File: src/rtl/m68k_bus_ctrl.sv
// m68k_bus_ctrl: 68000 bus-cycle controller between the fx68k wrapper and the
// address decoders. It produces nDTACK after per-region wait states, with an
// optional MEM_READY handshake. It produces nVPA for FC-qualified
// interrupt-acknowledge cycles.
// Optional feature: define M68K_BUS_TIMEOUT_EN to add a bus-timeout watchdog.
// With the watchdog, nBERR is driven and unmapped cycles fault immediately.
// Without it, nBERR is tied high.
module m68k_bus_ctrl #(
  parameter int              NREG       = 4,
  parameter int              WW         = 4,
  parameter logic [NREG-1:0] READY_MASK = '0,
  parameter int              DEF_WAIT   = 2,
  parameter int              TIMEOUT    = 255
) (
  input  logic               CLK,
  input  logic               nRESET,
  input  logic               CLK_EN_68K_P,
  input  logic               CLK_EN_68K_N,
  input  logic               nAS,
  input  logic               M68K_RW,
  input  logic [2:0]         FC,
  input  logic [23:1]        M68K_ADDR,
  input  logic [NREG-1:0]    REGION_SEL,
  input  logic [NREG*WW-1:0] REGION_WAIT,
  input  logic               MEM_READY,
  output logic               nDTACK,
  output logic               nVPA,
  output logic               nBERR,
  output logic [2:0]         IACK_LEVEL,
  output logic               CYCLE_START,
  output logic               BUSY
);

  localparam logic [WW-1:0] DEF_WAIT_V = WW'(DEF_WAIT);

  typedef enum logic [2:0] {
    ST_IDLE,
    ST_WAIT,
    ST_READY,
    ST_ACK,
    ST_IACK,
    ST_BERR
  } state_t;

  state_t        state;
  logic [WW-1:0] wait_cnt;
  logic          ready_req;
  logic          armed;
  logic          is_iack;
  logic          sel_hit;
  logic [WW-1:0] sel_wait;
  logic          sel_ready;

  // PHI1 enable and R/W do not influence cycle timing.
  logic unused_inputs;
  assign unused_inputs = ^{CLK_EN_68K_P, M68K_RW};

  // An interrupt acknowledge needs CPU space (FC=7) and the all-ones upper address.
  assign is_iack = (FC == 3'b111) && (&M68K_ADDR[23:4]);

`ifdef M68K_BUS_TIMEOUT_EN
  localparam logic [7:0] WD_LAST = 8'(TIMEOUT - 1);
  logic [7:0] wd_cnt;
`else
  assign nBERR = 1'b1;
`endif

  // Lowest-index selected region wins: scan downward so the last hit is the lowest.
  always_comb begin
    sel_hit   = 1'b0;
    sel_wait  = '0;
    sel_ready = 1'b0;
    for (int i = NREG - 1; i >= 0; i--) begin
      if (REGION_SEL[i]) begin
        sel_hit   = 1'b1;
        sel_wait  = REGION_WAIT[i*WW +: WW];
        sel_ready = READY_MASK[i];
      end
    end
  end

  // Bus-cycle FSM; all state and outputs advance only on PHI2-enabled edges.
  // The 'armed' flag requires nAS to be seen high after reset before a cycle starts.
  // The watchdog is checked before the wait count, so a timeout wins over an ack on the same enable.
  always_ff @(posedge CLK or negedge nRESET) begin
    if (!nRESET) begin
      state       <= ST_IDLE;
      nDTACK      <= 1'b1;
      nVPA        <= 1'b1;
      IACK_LEVEL  <= 3'd0;
      CYCLE_START <= 1'b0;
      BUSY        <= 1'b0;
      wait_cnt    <= '0;
      ready_req   <= 1'b0;
      armed       <= 1'b0;
`ifdef M68K_BUS_TIMEOUT_EN
      nBERR       <= 1'b1;
      wd_cnt      <= 8'd0;
`endif
    end else begin
      CYCLE_START <= 1'b0;
      if (CLK_EN_68K_N) begin
        if (nAS) armed <= 1'b1;
        case (state)
          ST_IDLE: begin
            if (!nAS && armed) begin
              CYCLE_START <= 1'b1;
              BUSY        <= 1'b1;
              wait_cnt    <= sel_hit ? sel_wait : DEF_WAIT_V;
              ready_req   <= sel_hit & sel_ready;
`ifdef M68K_BUS_TIMEOUT_EN
              wd_cnt      <= 8'd0;
`endif
              if (is_iack) begin
                state      <= ST_IACK;
                nVPA       <= 1'b0;
                IACK_LEVEL <= M68K_ADDR[3:1];
              end
`ifdef M68K_BUS_TIMEOUT_EN
              else if (!sel_hit) begin
                state <= ST_BERR;
                nBERR <= 1'b0;
              end
`endif
              else begin
                state <= ST_WAIT;
              end
            end
          end
          ST_WAIT: begin
`ifdef M68K_BUS_TIMEOUT_EN
            wd_cnt <= wd_cnt + 8'd1;
`endif
            if (nAS) begin
              state <= ST_IDLE;
              BUSY  <= 1'b0;
            end
`ifdef M68K_BUS_TIMEOUT_EN
            else if (wd_cnt == WD_LAST) begin
              state <= ST_BERR;
              nBERR <= 1'b0;
            end
`endif
            else if (wait_cnt != '0) begin
              wait_cnt <= wait_cnt - 1'b1;
            end else if (ready_req) begin
              state <= ST_READY;
            end else begin
              state  <= ST_ACK;
              nDTACK <= 1'b0;
            end
          end
          ST_READY: begin
`ifdef M68K_BUS_TIMEOUT_EN
            wd_cnt <= wd_cnt + 8'd1;
`endif
            if (nAS) begin
              state <= ST_IDLE;
              BUSY  <= 1'b0;
            end
`ifdef M68K_BUS_TIMEOUT_EN
            else if (wd_cnt == WD_LAST) begin
              state <= ST_BERR;
              nBERR <= 1'b0;
            end
`endif
            else if (MEM_READY) begin
              state  <= ST_ACK;
              nDTACK <= 1'b0;
            end
          end
          ST_ACK: begin
            if (nAS) begin
              nDTACK <= 1'b1;
              state  <= ST_IDLE;
              BUSY   <= 1'b0;
            end
          end
          ST_IACK: begin
            if (nAS) begin
              nVPA       <= 1'b1;
              IACK_LEVEL <= 3'd0;
              state      <= ST_IDLE;
              BUSY       <= 1'b0;
            end
          end
          ST_BERR: begin
            if (nAS) begin
`ifdef M68K_BUS_TIMEOUT_EN
              nBERR <= 1'b1;
`endif
              state <= ST_IDLE;
              BUSY  <= 1'b0;
            end
          end
          default: begin
            state <= ST_IDLE;
            BUSY  <= 1'b0;
          end
        endcase
      end
    end
  end

endmodule

File: config.mk
export PLATFORM = sky130hd
export DESIGN_NAME = m68k_bus_ctrl
export DESIGN_NICKNAME = d
export VERILOG_FILES = /design/src/rtl/m68k_bus_ctrl.sv
export SDC_FILE = /design/constraint.sdc
export NUM_CORES = 1
export LEC_CHECK = 0
export BUFFER_PORTS_ARGS = -buffer_cell sky130_fd_sc_hd__buf_2
export CAP_MARGIN = 20
export CORE_MARGIN = 4
export CORE_UTILIZATION = 48
export CTS_CLUSTER_DIAMETER = 200
export DETAILED_ROUTE_END_ITERATION = 8
export GPL_ROUTABILITY_DRIVEN = 0
export GPL_TIMING_DRIVEN = 0
export PLACE_DENSITY = 0.85
export SLEW_MARGIN = 40
export SYNTH_ARGS = -nofsm -noshare
export SYNTH_HDL_FRONTEND = slang
export SYNTH_SLANG_ARGS = --single-unit
File: constraint.sdc
create_clock -name CLK -period 3.8 [get_ports CLK]
set_input_delay 0.19 -clock CLK [delete_from_list [all_inputs] [get_ports CLK]]
set_output_delay 0.19 -clock CLK [all_outputs]
set_load 0.05 [all_outputs]
==> results of run 1 <==
-- layout make-up --
type	count	area share (%)
sequential	15	25.10
buffer	7	2.161
timing repair buffer	57	19.29
multi-input combinational	102	47.55
tap	28	2.328
inverter	7	1.829
clock buffer	4	1.746
-- registers in the layout, summed over array words and instances (netlist names) --
| register | cells |
|---|---|
| wait_cnt | 4 |
| IACK_LEVEL | 3 |
| state | 3 |
| BUSY | 1 |
| CYCLE_START | 1 |
| armed | 1 |
| nDTACK | 1 |
| nVPA | 1 |
-- cells in the final DEF, fill, tap and decap left out, types with 5 or more instances in the layout --
master and count:
nand3b_1 6, nor2_1 8, nand2_1 10, clkbuf_1 5
buf_2 58, nand4_1 5, dfrtp_1 13, inv_1 6
o21ai_0 5
-- worst min-delay path by stage --
stage / start / cells after the start / to / slack [ns]
3_5_place_dp: nRESET / 1 / IACK_LEVEL[2] / 0.11
4_1_cts: M68K_ADDR[2] / 3 / IACK_LEVEL[1] / 0.20
6_report: M68K_ADDR[2] / 3 / IACK_LEVEL[1] / 0.20
5_1_grt: M68K_ADDR[2] / 3 / IACK_LEVEL[1] / 0.20
3_3_place_gp: nRESET / 1 / IACK_LEVEL[2] / 0.10
2_1_floorplan: nRESET / 0 / BUSY / -0.11
-- layer usage --
metal	global-route usage, %	up-vias	part of all wire (%)
li1	-	610	-
met1	23.36	590	40
met2	35.40	28	56
met3	4.828	4	3.6
met4	6.291	0	0.73
met5	0	-	0
-- worst max-delay path, stage by stage (launching register included) --
cell      delay (ns)
dfrtp_1         0.41
inv_1           0.07
ha_1            0.19
nor3b_2         0.35
o221ai_2        0.15
a21oi_2         0.34
mux2_2          0.38
-- stage by stage --
stage / hold slack [ns] / power, mW
3_3_place_gp: 0.1028 / 0.7489
2_1_floorplan: -0.1056 / 0.6472
4_1_cts: 0.1991 / 0.8658
3_5_place_dp: 0.1121 / 0.7711
6_report: 0.2007 / 0.8634
5_1_grt: 0.2015 / 0.9316
-- cells by family after synthesis --
group           Yosys count  synth area share, %
simple gates             55                28.35
compound gates           39                26.50
flops                    15                32.93
buf+inv                  14                5.234
mux                       5                4.798
fa+ha+maj                 1                1.090
other cells               1               0.3268
xor+xnor                  1               0.7635
-- power groups by stage --
stage                     clock, mW  combinational (mW)  sequential (mW)
after floorplan                   0               0.300            0.347
after global placement            0               0.487            0.262
after detailed placement          0               0.506            0.265
after CTS                    0.0920               0.511            0.263
after global routing          0.100               0.560            0.272
final                        0.0892               0.511            0.263
==> results.ini, run 1 <==
[status]
status=complete, no violations

[logic_synthesis]
synthFlopType=dfrtp_1
synth.avg_cell_area_sq_um=8.758
async_flop_share_pct=100.0
synth_top_area_cell=dfrtp_1
yosys.cell_count.top_type=dfrtp_1
syn-num-nets=185
ys_ff_latch=15
synth_top_area_share_pct=28.35
synthCells=131
synth.distinct_cells=52
synthTopCellsByArea=dfrtp_1, dfstp_2, mux2_2
synth_commonest_cells=dfrtp_1, nand2_1, nor2_1
ys.warnings.count=0
ys_seq_area_share_pct=32.93
syn_area_sq_um=1147
synth-edff-count=0

[clock_network]
cts_buffers=3
clk_path_buf_depth=2
hold_buffers=1
cts.reportedPaths.clkPinSlew_ns=0.09
cts_resized=0
root_buffer=clkbuf_4
htree_levels=1
cts_sinks=15
cts_tree=built
post_cts_buffers=0
insertion_delay_ns=0.28

[setup_path]
critPathLaunchType=flop
reg2reg_to=state[1]
r2r_start=wait_cnt[0]
worstSetupPathType=flop to flop
startpoint=wait_cnt[0]
rrSetupSlack_ns=1.80
endpoint=state[1]
cp.arrival_ns=2.16
required_ns=3.97
path_max_fanout=5
r2r_cells=6
cp-end-kind=flop

[cells_and_area]
nFillCells=198
multi_input_area_sq_um=715.7
antennaDiodeCount=0
drive_gt1_share_pct=41.15
stdcell_count=220
fin_nets=247
regArea_sq_um=377.9
fin_area_sq_um=1505
postLayoutCoreUtil_pct=67.40
area_delta_synth_final_pct=31.19

[floorplan]
start_util_pct=51.37
dieArea_sq_um=3236
ios=61
core_area_sq_um=2233
die_w_microns=56.89
num_rows=17
die_height_microns=56.89

[drt]
drt-total-wl_microns=3163
drc_errors=0
vias=1232
ant_nets=0
dr.pass1.iters=4
wl_per_cell_microns=14.38
drt_iter0_markers=30
via_per_inst=5.600

[min_path]
hold_class=input port to flop

[timing]
slew_headroom_pct=61.33
drv_slew=0
max_freq_ghz=0.5012
worst_pin_slew_ns=0.5753
setup_ws_ns=1.805
setup_viol=0
post-route-period-util_pct=52.50
fin_skew_ns=0.002807
period_needed_ns=1.995
fin_setup_tns_ns=0
final_hold_viol_count=0
rsz0062_at_grt=false

[power]
clock_power_share_pct=10.3
total_leakage_power_nw=0.6988
switching_power_mw=0.4042
p_comb_share_pct=59.2
ir_worst_vdd_mv=0.5708
power_density_nw_per_um2=573.6
pwr-share-seq_pct=30.5
internal_power_mw=0.4592
p_sw_share_pct=46.81

[place]
dp.cells=215
placed_cell_area_sq_um=1463
dpl_worst_slack_ns=1.844
io_buffers=56
dp_hpwl_microns=2532

[grt]
grt_pass1_vias=1219
grt_pass1_wl_microns=5347
grt_max_degree=16
antenna_found_initial=0
grt.total_usage_pct=19.99
globalRoute.totalOverflow=0

[flow_run]
cap_violations=0

(Power assumes the default switching activity.)
==> inputs of run 2 (changes only) <==
Settings changed: ABC_AREA set to 1, CORE_UTILIZATION 48 to 44, PLACE_DENSITY 0.85 to 0.79.
Clock period 3.8 ns to 1.9 ns, I/O delays scaled along.
==> results.ini, run 2 <==
[timing]
fin_skew_ns=0.004329
post-route-period-util_pct=75.46
max_freq_ghz=0.6974
fin_setup_tns_ns=0
final_hold_viol_count=0
rsz0062_at_grt=false
setup_ws_ns=0.4662
setup_viol=0
period_needed_ns=1.434
drv_slew=0

[logic_synthesis]
async_flop_share_pct=100.0
synth_top_area_share_pct=28.82
synthTopCellsByArea=dfrtp_1, nand2_1, nor2_1
synth_top_area_cell=dfrtp_1
ys_ff_latch=15
synth_commonest_cells=nand2_1, nor2_1, inv_1
syn_area_sq_um=1129
synthCells=183
ys.warnings.count=0
synth-edff-count=0
yosys.cell_count.top_type=nand2_1
synthFlopType=dfrtp_1
synth.distinct_cells=23
ys_seq_area_share_pct=33.48
syn-num-nets=237
synth.avg_cell_area_sq_um=6.167

[min_path]
hold_class=input port to flop
hold_start=M68K_ADDR[3]

[drt]
drc_errors=0
dr.pass1.iters=4
drt_iter0_markers=37
wl_per_cell_microns=9.749
ant_nets=0
vias=1277
drt-total-wl_microns=2681
via_per_inst=4.644

[setup_path]
crit_top_cell=nand2_1
required_ns=2.13
crit_chain=inv_1, nand2_1, nor2_1, nand2_1, nand3_1, nand2_1, nand2_1, nand2_1, nand2_1
cp_slowest_stage_delay_ns=0.45
cp.arrival_ns=1.66
worstSetupPathType=flop to flop
cp-end-kind=flop
r2r_start=state[1]
critPathLaunchType=flop
cpMaxStageDelayCell=dfrtp_1
path_max_fanout=6
startpoint=state[1]

[cells_and_area]
fin_area_sq_um=1489
regMostFlops=wait_cnt
area_delta_synth_final_pct=31.93
antennaDiodeCount=0
largestRegisters=wait_cnt: 4 flops, IACK_LEVEL: 3 flops, state: 3 flops
drive_gt1_share_pct=31.02
final_common_cell=nand2_1
stdcell_count=275
fin_nets=300
layout_common_cells=nand2_1, buf_2, nor2_1
largest_reg_flops=4

[grt]
busiest_layer=met2
grt_pass1_vias=1151
globalRoute.totalOverflow=0
gr-usage-met1_pct=23.10
grt_pass1_wl_microns=4609
grt_max_degree=16
antenna_found_initial=0
use_met2_pct=27.27
grt.total_usage_pct=16.66
grt_use_met3_pct=3.947

[floorplan]
die_w_microns=58.65
dieArea_sq_um=3439
die_height_microns=58.65
start_util_pct=45.97
core_area_sq_um=2455
num_rows=18
ios=61

[clock_network]
clk_path_buf_depth=2
cts_buffers=3
htree_levels=1
root_buffer=clkbuf_4
insertion_delay_ns=0.28
cts_sinks=15
cts_tree=built
cts.reportedPaths.clkPinSlew_ns=0.09

[power]
total_leakage_power_nw=0.8604
pwr-share-seq_pct=31.5
switching_power_mw=0.8730
p_comb_share_pct=57.9
internal_power_mw=0.8257
finalPower_mw=1.699
p_sw_share_pct=51.39
clock_power_share_pct=10.6
ir_worst_vdd_mv=1.032
power_density_nw_per_um2=1141

[place]
dpl_worst_slack_ns=0.4941
dp.cells=270
placed_cell_area_sq_um=1451
dp_hpwl_microns=2237
io_buffers=57

[status]
status=complete, no violations

[flow_run]
cap_violations=0

run 2: cell count changes in the layout (fill, tap and decap cells not counted), sizes merged, moves of 4 or more:
cell / delta
a211oi: -4
nand3: +14
a21o: -4
nand2: +61
clkbuf: -5
nand3b: -6
inv: +15
mux2: -4
nor2: +25
run 2: layout make-up:
class | instances | area (sq um)
clock buffers | 3 | 22.52
clock inverters | 1 | 5.005
plain buffers | 1 | 7.507
inverters | 21 | 78.83
well taps | 30 | 37.54
multi-input cells | 146 | 664.4
repair buffers | 58 | 295.3
fillers | 236 | 965.9
flip-flops and latches | 15 | 377.9
run 2: cells by family (layout without fill, tap and decap cells):
| group | Yosys count | count (layout) | share of synthesized area [%] |
|---|---|---|---|
| AO/OA/AOI/OAI | 17 | 17 | 8.427 |
| adder cells (fa/ha/maj) | 1 | 1 | 1.108 |
| buffers and inverters | 22 | 84 | 7.649 |
| flip-flops | 15 | 15 | 33.48 |
| other | 1 | 1 | 0.3323 |
| AND/OR/NAND/NOR | 127 | 127 | 49.00 |
run 2: final timing paths:
| kind | slack, ns | cells past startpoint | end |
|---|---|---|---|
| min in group asynchronous | 0.24 | 2 | state[0] |
| max reg2reg | 0.47 | 9 | state[0] |
| min | 0.13 | 5 | IACK_LEVEL[2] |
| max in group asynchronous | 1.37 | 2 | nDTACK |
| min reg2reg | 0.47 | 2 | nDTACK |
| max | 0.47 | 9 | state[0] |
run 2: layer usage:
metal | wire length (microns) | vias up
met5 | 0 | -
met4 | 7 | 0
met3 | 152 | 2
met2 | 1338 | 27
met1 | 1183 | 547
li1 | - | 701
run 2: power by group through the flow:
stage / combinational [mW] / sequential [mW] / clock, mW
final: 0.983 / 0.535 / 0.180
after global routing: 1.12 / 0.552 / 0.209
after CTS: 0.989 / 0.535 / 0.186
after detailed placement: 0.980 / 0.540 / 0
after global placement: 0.969 / 0.538 / 0
after floorplan: 0.591 / 0.696 / 0
run 2: through the flow:
stage          util (%)  hold WS [ns]
6_report          60.65        0.1278
2_1_floorplan         -       -0.2006
5_1_grt           60.65        0.1251
3_3_place_gp      59.12       0.01521
3_5_place_dp      59.12       0.01625
4_1_cts           60.65        0.1268
run 2: timing repair:
action | 4_1_cts | 5_1_grt
resized for setup | 0 | 0
hold endpoints to repair | 15 | 0
hold buffers | 1 | 0
setup buffers | 0 | 0
run 2: worst max-delay path: cells and delay by family (launching register included):
kind	cells	cell delay [ns]
buf+inv	1	0.15
flops	1	0.45
simple gates	8	0.79
==> inputs of run 3 (changes only) <==
Settings changed: ABC_AREA 1 to 0.
Clock period 1.9 ns to 1.45 ns, I/O delays scaled along.
==> results.ini, run 3 (synthesized netlist as in run 1, its figures left out) <==
[cells_and_area]
largest_reg_flops=4
final_common_cell=buf_2
fin_area_sq_um=1735
area_delta_synth_final_pct=51.25
stdcell_count=233
drive_gt1_share_pct=52.22
antennaDiodeCount=0
largestRegisters=wait_cnt: 4 flops, IACK_LEVEL: 3 flops, state: 3 flops
fin_nets=258
regMostFlops=wait_cnt
layout_common_cells=buf_2, dfrtp_1, nand2_1, buf_4, nand3b_1

[timing]
rsz0062_at_grt=true
max_freq_ghz=0.5789
period_needed_ns=1.728
slew_headroom_pct=64.90
post-route-period-util_pct=119.1
setup_viol=14
drv_slew=0
worst_pin_slew_ns=0.5222
setup_ws_ns=-0.2775
final_hold_viol_count=0
fin_skew_ns=0.0009959

[power]
internal_power_mw=1.488
p_comb_share_pct=65.1
switching_power_mw=1.288
ir_worst_vdd_mv=1.017
clock_power_share_pct=9.6
p_sw_share_pct=46.41
power_density_nw_per_um2=1600
finalPower_mw=2.776
total_leakage_power_nw=0.8025
pwr-share-seq_pct=25.3

[flow_run]
cap_violations=0

[drt]
vias=1315
ant_nets=0
dr.max_layer_used=met4
dr.pass1.iters=4
drt_iter0_markers=51
wl_per_cell_microns=14.64
drc_errors=0
wl_met1_microns=1415
wl_met3_microns=189
wl_met2_microns=1728
via_per_inst=5.644
drt-total-wl_microns=3411

[clock_network]
insertion_delay_ns=0.30
cts_tree=built
cts.reportedPaths.clkPinSlew_ns=0.10
cts_sinks=15
clk_path_buf_depth=2
htree_levels=1
root_buffer=clkbuf_4
cts_buffers=3

[status]
violations=setup timing
status=finished, violations left

[place]
placed_cell_area_sq_um=1533
io_buffers=56
dp_hpwl_microns=2506
dp.cells=217

[floorplan]
num_rows=18
ios=61
core_area_sq_um=2477
start_util_pct=46.31
die_height_microns=59.07
die_w_microns=59.07
dieArea_sq_um=3489

[grt]
grt_pass1_vias=1299
grt.total_usage_pct=20.75
globalRoute.totalOverflow=0
grt_pass1_wl_microns=5609
antenna_found_initial=0
grt_max_degree=16

[setup_path]
cp.arrival_ns=1.92
worstSetupPathType=flop to flop
critPathLaunchType=flop
path_max_fanout=4
cp-end-kind=flop
required_ns=1.65

[min_path]
hold_class=input port to flop

run 3: cell types whose count changed in the layout (fill, tap and decap cells not counted), sizes merged, moves of 4 or more:
cell / previous run / this run
nand2: 72 / 11
nor2: 33 / 8
inv: 21 / 7
nand3: 17 / 3
buf: 58 / 70
nand3b: 0 / 6
a211oi: 0 / 4
a21o: 0 / 4
clkbuf: 3 / 7
mux2: 0 / 4
run 3: power by group through the flow:
stage	Clock, mW	Sequential (mW)	Combinational [mW]
floorplan	0	0.920	0.905
global placement	0	0.693	1.39
detailed placement	0	0.700	1.45
CTS	0.271	0.692	1.67
global route	0.284	0.722	1.96
finish	0.267	0.702	1.81
run 3: area by class of cell:
class | instances | area (sq um)
inverter | 7 | 28.78
clock inverter | 1 | 7.507
fill | 207 | 742.0
multi-input combinational | 102 | 839.6
sequential | 15 | 377.9
tap | 30 | 37.54
timing repair buffer | 69 | 391.6
clock buffer | 3 | 22.52
buffer | 6 | 30.03
run 3: metrics by stage:
step                      hold slack (ns)  setup WS, ns  setup TNS (ns)  util (%)
final                             0.04796       -0.2775          -2.717     70.05
after global routing              0.06616       -0.3223          -3.649     70.05
after CTS                         0.04242       -0.2724          -3.168     67.32
after detailed placement       -0.0009740       -0.3546          -3.452     61.87
after global placement          -0.003601       -0.3254          -2.899     61.87
after floorplan                   -0.2231       -0.2352          -1.617         -
run 3: path summary, 6_finish.rpt:
check / startpoint / slack [ns] / depth (start not counted) / end
min: M68K_ADDR[3] / 0.05 / 3 / IACK_LEVEL[2]
min reg2reg: armed / 0.50 / 1 / armed
max: wait_cnt[1] / -0.28 / 6 / state[0]
max in group asynchronous: nRESET / 0.95 / 2 / nVPA
min in group asynchronous: nRESET / 0.19 / 2 / wait_cnt[3]
max reg2reg: wait_cnt[1] / -0.28 / 6 / state[0]
run 3: critical path: stages, from the launching register on:
cell and delay (ns):
dfrtp_1 0.41, inv_2 0.09, ha_4 0.14, nor3b_4 0.28, o221ai_4 0.14, a21oi_4 0.24
mux2_4 0.32
run 3: metal layers:
| metal | GRT usage (%) | vias to the layer above |
|---|---|---|
| met1 | 26.46 | 623 |
| met3 | 5.664 | 11 |
| li1 | - | 634 |
| met5 | 0 | - |
| met2 | 34.54 | 47 |
| met4 | 5.502 | 0 |
run 3: what timing repair did:
item / in CTS / in global routing
pin swaps: 7 / 8
setup buffers: 8 / 4
hold buffers: 1 / 0
endpoints found under the hold margin: 15 / 0
gates resized for setup: 11 / 12
setup endpoints to repair: 14 / 14
